**config.mk**
```make
export PLATFORM = sky130hd
export DESIGN_NAME = mem_port_arbiter
export DESIGN_NICKNAME = d
export VERILOG_FILES = /design/src/rtl/mem_port_arbiter.sv
export SDC_FILE = /design/constraint.sdc
export NUM_CORES = 1
export LEC_CHECK = 0
export CAP_MARGIN = 40
export CORE_MARGIN = 2
export CORE_UTILIZATION = 28
export DETAILED_ROUTE_END_ITERATION = 12
export GPL_TIMING_DRIVEN = 1
export HOLD_SLACK_MARGIN = 0.15
export PLACE_DENSITY = 0.67
export RECOVER_POWER = 100
export SLEW_MARGIN = 20
export SYNTH_ARGS = -nofsm -noshare
export SYNTH_HDL_FRONTEND = slang
export SYNTH_SLANG_ARGS = --single-unit
```
**constraint.sdc**
```tcl
create_clock -name clk -period 1.45 [get_ports clk]
set_input_delay 0.145 -clock clk [delete_from_list [all_inputs] [get_ports clk]]
set_output_delay 0.145 -clock clk [all_outputs]
set_load 0.03 [all_outputs]
```
**src/rtl/mem_port_arbiter.sv**
```systemverilog
// N-to-1 memory port arbiter: round-robin or fixed-priority grant, one transaction in flight.
// Latency: request sampled at edge t drives the downstream strobe in cycle t+1; port_resp is combinational on mem_resp.
// Backpressure: requesters hold read/write until their port_resp; the memory stalls by withholding mem_resp.
module mem_port_arbiter #(
  parameter int NUM_PORTS  = 2,
  parameter int ADDR_WIDTH = 32,
  parameter int DATA_WIDTH = 32,
  parameter int RR_MODE    = 1,
  parameter int IDW        = $clog2(NUM_PORTS)
) (
  input  logic                               clk,
  input  logic                               rst,
  input  logic [NUM_PORTS-1:0]               port_read,
  input  logic [NUM_PORTS-1:0]               port_write,
  input  logic [NUM_PORTS*ADDR_WIDTH-1:0]    port_address,
  input  logic [NUM_PORTS*DATA_WIDTH-1:0]    port_wdata,
  input  logic [NUM_PORTS*(DATA_WIDTH/8)-1:0] port_byte_enable,
  output logic [NUM_PORTS-1:0]               port_resp,
  output logic [DATA_WIDTH-1:0]              port_rdata,
  output logic                               mem_read,
  output logic                               mem_write,
  output logic [ADDR_WIDTH-1:0]              mem_address,
  output logic [DATA_WIDTH-1:0]              mem_wdata,
  output logic [DATA_WIDTH/8-1:0]            mem_byte_enable,
  input  logic [DATA_WIDTH-1:0]              mem_rdata,
  input  logic                               mem_resp,
  output logic [IDW-1:0]                     grant_id,
  output logic                               busy,
  output logic                               proto_err
);

  localparam int BE_WIDTH = DATA_WIDTH / 8;

  localparam logic [0:0] ST_IDLE = 1'b0;
  localparam logic [0:0] ST_BUSY = 1'b1;

  logic [0:0]            state;
  logic [NUM_PORTS-1:0]  req;
  logic                  any_req;
  logic [IDW-1:0]        win_idx;
  logic [IDW-1:0]        rr_ptr;
  logic [IDW-1:0]        next_ptr;
  logic                  op_write_q;
  logic [ADDR_WIDTH-1:0] win_addr;
  logic [DATA_WIDTH-1:0] win_wdata;
  logic [BE_WIDTH-1:0]   win_be;
  logic                  win_rd;
  logic                  win_wr;

  assign req     = port_read | port_write;
  assign any_req = |req;

  // Scan ports starting at ptr (round-robin) or at 0 (fixed priority); first requester wins.
  function automatic logic [IDW-1:0] pick_winner(input logic [NUM_PORTS-1:0] r,
                                                 input logic [IDW-1:0]       ptr);
    logic [IDW-1:0] w;
    logic [IDW-1:0] cand;
    logic           found;
    w     = '0;
    found = 1'b0;
    for (int k = 0; k < NUM_PORTS; k++) begin
      cand = (RR_MODE != 0) ? IDW'((int'(ptr) + k) % NUM_PORTS) : IDW'(k);
      if (!found && r[cand]) begin
        found = 1'b1;
        w     = cand;
      end
    end
    return w;
  endfunction

  assign win_idx  = pick_winner(req, rr_ptr);
  assign next_ptr = (grant_id == IDW'(NUM_PORTS - 1)) ? '0 : grant_id + IDW'(1);

  // Mux the winning port's request fields out of the flattened buses.
  always_comb begin
    win_addr  = '0;
    win_wdata = '0;
    win_be    = '0;
    win_rd    = 1'b0;
    win_wr    = 1'b0;
    for (int i = 0; i < NUM_PORTS; i++) begin
      if (win_idx == IDW'(i)) begin
        win_addr  = port_address[i*ADDR_WIDTH +: ADDR_WIDTH];
        win_wdata = port_wdata[i*DATA_WIDTH +: DATA_WIDTH];
        win_be    = port_byte_enable[i*BE_WIDTH +: BE_WIDTH];
        win_rd    = port_read[i];
        win_wr    = port_write[i];
      end
    end
  end

  // Arbitration FSM: latch the winner in IDLE, hold it in BUSY until mem_resp, then one dead IDLE cycle.
  always_ff @(posedge clk or negedge rst) begin
    if (!rst) begin
      state           <= ST_IDLE;
      grant_id        <= '0;
      rr_ptr          <= '0;
      op_write_q      <= 1'b0;
      mem_address     <= '0;
      mem_wdata       <= '0;
      mem_byte_enable <= '0;
      proto_err       <= 1'b0;
    end else begin
      case (state)
        ST_IDLE: begin
          if (any_req) begin
            state           <= ST_BUSY;
            grant_id        <= win_idx;
            op_write_q      <= win_wr;
            mem_address     <= win_addr;
            mem_wdata       <= win_wdata;
            mem_byte_enable <= win_be;
            // Read+write together is illegal; it is issued as a write and flagged.
            if (win_rd && win_wr) begin
              proto_err <= 1'b1;
            end
          end
        end
        default: begin
          if (mem_resp) begin
            state <= ST_IDLE;
            if (RR_MODE != 0) begin
              rr_ptr <= next_ptr;
            end
          end
        end
      endcase
    end
  end

  // Completion pulse goes only to the granted port, and only while BUSY.
  always_comb begin
    port_resp = '0;
    for (int i = 0; i < NUM_PORTS; i++) begin
      port_resp[i] = (state == ST_BUSY) && mem_resp && (grant_id == IDW'(i));
    end
  end

  assign busy       = (state == ST_BUSY);
  assign mem_read   = busy && !op_write_q;
  assign mem_write  = busy && op_write_q;
  assign port_rdata = mem_rdata;

endmodule

```
==> metrics.cfg <==
[setup_path]
critical_path_depth = 4
end_kind = flop
reg2reg_to = mem_wdata[20]$_DFFE_PN0P_
critPathKind = reg2reg
rrSetupSlack_ns = 0.04
worstSetupStartpointType = flop
critPathTopFamily = compound AO/OA/AOI/OAI gates
crit_chain = o21bai_4 > buf_12 > a311oi_1 > a2bb2oi_1
r2r_cells = 4
worst-path-buf-inv = 1
slowest_delay_ns = 0.44
slowest_stage = dfrtp_2
critPathMaxFanout = 34
required_ns = 1.65
r2r_start = rr_ptr$_DFFE_PN0P_
critical_path.endpoint = mem_wdata[20]$_DFFE_PN0P_
cp-startpoint = rr_ptr$_DFFE_PN0P_
crit_arrival_ns = 1.60

[floorplanning]
die_x_um = 123
dieHeight_um = 123
io_pins = 282
start_util = 0.286
row_count = 43
die_area_sq_um = 15200
coreArea_sq_um = 13900

[routing]
wl_per_cell_um = 20.2
wl_met2_um = 7320
routed.top_layer = met4
dr.pass1.iters = 5
route.antenna.remaining_nets = 0
post-route-drc-count = 0
met1_length_um = 5970
wirelength_um = 15000
num_vias = 4174
routed-wl-met3_um = 1110
viasPerCell = 5.61
drt_iter0_markers = 178

[yosys]
synthMuxAreaShare = 0.00252
ys_seq_area_frac = 0.459
synth_compound_area_frac = 0.404
synth_top_family_by_area = compound AO/OA/AOI/OAI gates
synth_area_per_cell_sq_um = 10.3
ys_ff_latch = 73
syn_area_sq_um = 3980
yosys-top-cells-area = dfrtp_1 (46%), a2bb2oi_1 (15%), a311oi_1 (15%)
ys_warn_count = 0
yosysTopAreaCell = dfrtp_1
synth.distinct_cells = 24
synth_top_area_share = 0.459
syn_inst = 387
synth_xor_area_frac = 0
synthAdderAreaFrac = 0
yosys.area_share.simple = 0.0208
synth.net_count = 562

[timing]
worst_pin_slew_ns = 0.551
hold_slack_ns = 0.214
fin_crit_ns = 1.41
clock_skew_ns = 0.00615
setup_tns_ns = 0
max_freq_mhz = 712
relSlewSlack = 0.633
grt_setup_unrepaired = yes
slew_viol_final = 0
setup_violations = 0
period_share = 0.969
hold_viol = 0

[cts]
cts_tree = built
insertion_delay_ns = 0.33
cts-root-buf = clkbuf_16
clk_pin_slew_worst_paths_ns = 0.06
cts_max_level = 3
clockBufferDepth = 2
cts_buffers = 9
cts.sinks = 73

[grt]
grt_use_total = 0.192
grt_max_degree = 52
grt_first_pass_wirelength_um = 22700
first_global_vias = 4397
grt_overflow_total = 0
antenna_found_initial = 0

[placed_design]
gp_congestion = 0.752
portBuffers = 217
placed_cells = 726
dp.final_hpwl_um = 10500
place_area_sq_um = 6290

[outcome]
status = complete, no violations

[layout]
antenna_cells = 0
fin_area_sq_um = 6570
syn2layout_area_growth_pct = 65.3
drive_gt1_frac = 0.119
final_cell_count_no_fill = 744
final_cell_mix = clkdlybuf4s50_1 (141), dfrtp_1 (71), dlygate4sd2_1 (70), o21ai_0 (69), a2bb2oi_1 (68)
finalNetCount = 734
fin_util = 0.474
final_common_cell = clkdlybuf4s50_1

[power]
p_per_area_nw_per_um2 = 1300
p_leak_nw = 2.52
peakVddDrop_uv = 617

[job]
drv_cap = 0

[hold_path]
hp-class = in2async

cell usage after synthesis:
cell	n
a21oi_1	2
a2bb2oi_1	68
a311oi_1	68
a32oi_1	1
and2_1	2
and3_1	1
buf_2	8
buf_4	32
clkbuf_1	44
clkbuf_2	1
dfrtp_1	73
mux2i_1	1
nand2_1	2
nor2_1	4
nor2b_1	1
nor3b_1	1
nor4_4	1
o21ai_0	70
o21ai_1	1
o21ba_2	1
o21bai_1	2
o31ai_1	1
o41ai_1	1
or2_2	1
sequential cells by signal, summed over array words and instances (netlist names):
| signal | flops |
|---|---|
| proto_err | 1 |
| busy | 1 |
| grant_id | 1 |
| mem_byte_enable | 4 |
| mem_address | 32 |
| op_write_q | 1 |
| rr_ptr | 1 |
| mem_wdata | 32 |
per-stage QoR:
step                      power [mW]  worst slack (ns)
after floorplan                 4.94           -0.0103
after global placement          6.60            -0.279
after global routing            8.96           -0.0239
final                           8.52            0.0445
after CTS                       8.57            0.0153
after detailed placement        6.66            -0.367
timing repair:
item                                    4_1_cts  5_1_grt
buffers inserted                              0        1
hold endpoints to repair                     73        0
pin swaps                                     0        0
hold buffers                                  1        0
endpoints found under the setup margin       71       50
gates resized for setup                      71       12
area by class of cell:
cell class / instances / area, sq um
fillers: 1340 / 7310
clock inverters: 3 / 40.0
flip-flops and latches: 73 / 1830
repair buffers: 246 / 2430
clock buffers: 13 / 250
well taps: 180 / 225
multi-input cells: 229 / 1800
how the worst min path moves through the flow:
stage                     startpoint                        to  slack (ns)  cells past startpoint
after CTS                        rst  mem_wdata[2]$_DFFE_PN0P_        0.22                      2
after global placement           rst  mem_wdata[2]$_DFFE_PN0P_        0.02                      1
after global routing             rst  mem_wdata[4]$_DFFE_PN0P_        0.24                      2
after detailed placement         rst  mem_wdata[2]$_DFFE_PN0P_        0.03                      1
after floorplan                  rst            busy$_DFF_PN0_       -0.15                      0
final                            rst  mem_wdata[2]$_DFFE_PN0P_        0.21                      2
where the power goes:
group          total [mW]  switching [mW]  internal [mW]
Combinational        3.55            2.02           1.53
Clock                2.19           0.814           1.38
Sequential           2.79           0.285           2.50
cells by family after synthesis:
family,Yosys count
buffers and inverters,85
AO/OA/AOI/OAI,215
AND/OR/NAND/NOR,13
multiplexers,1
flip-flops,73
layer usage:
| layer | vias to the layer above | global-route usage |
|---|---|---|
| met4 | 0 | 0.106 |
| li1 | 1866 | - |
| met5 | - | 0 |
| met1 | 2062 | 0.219 |
| met2 | 198 | 0.327 |
| met3 | 48 | 0.0466 |
Power figures use the tool's default switching activity.
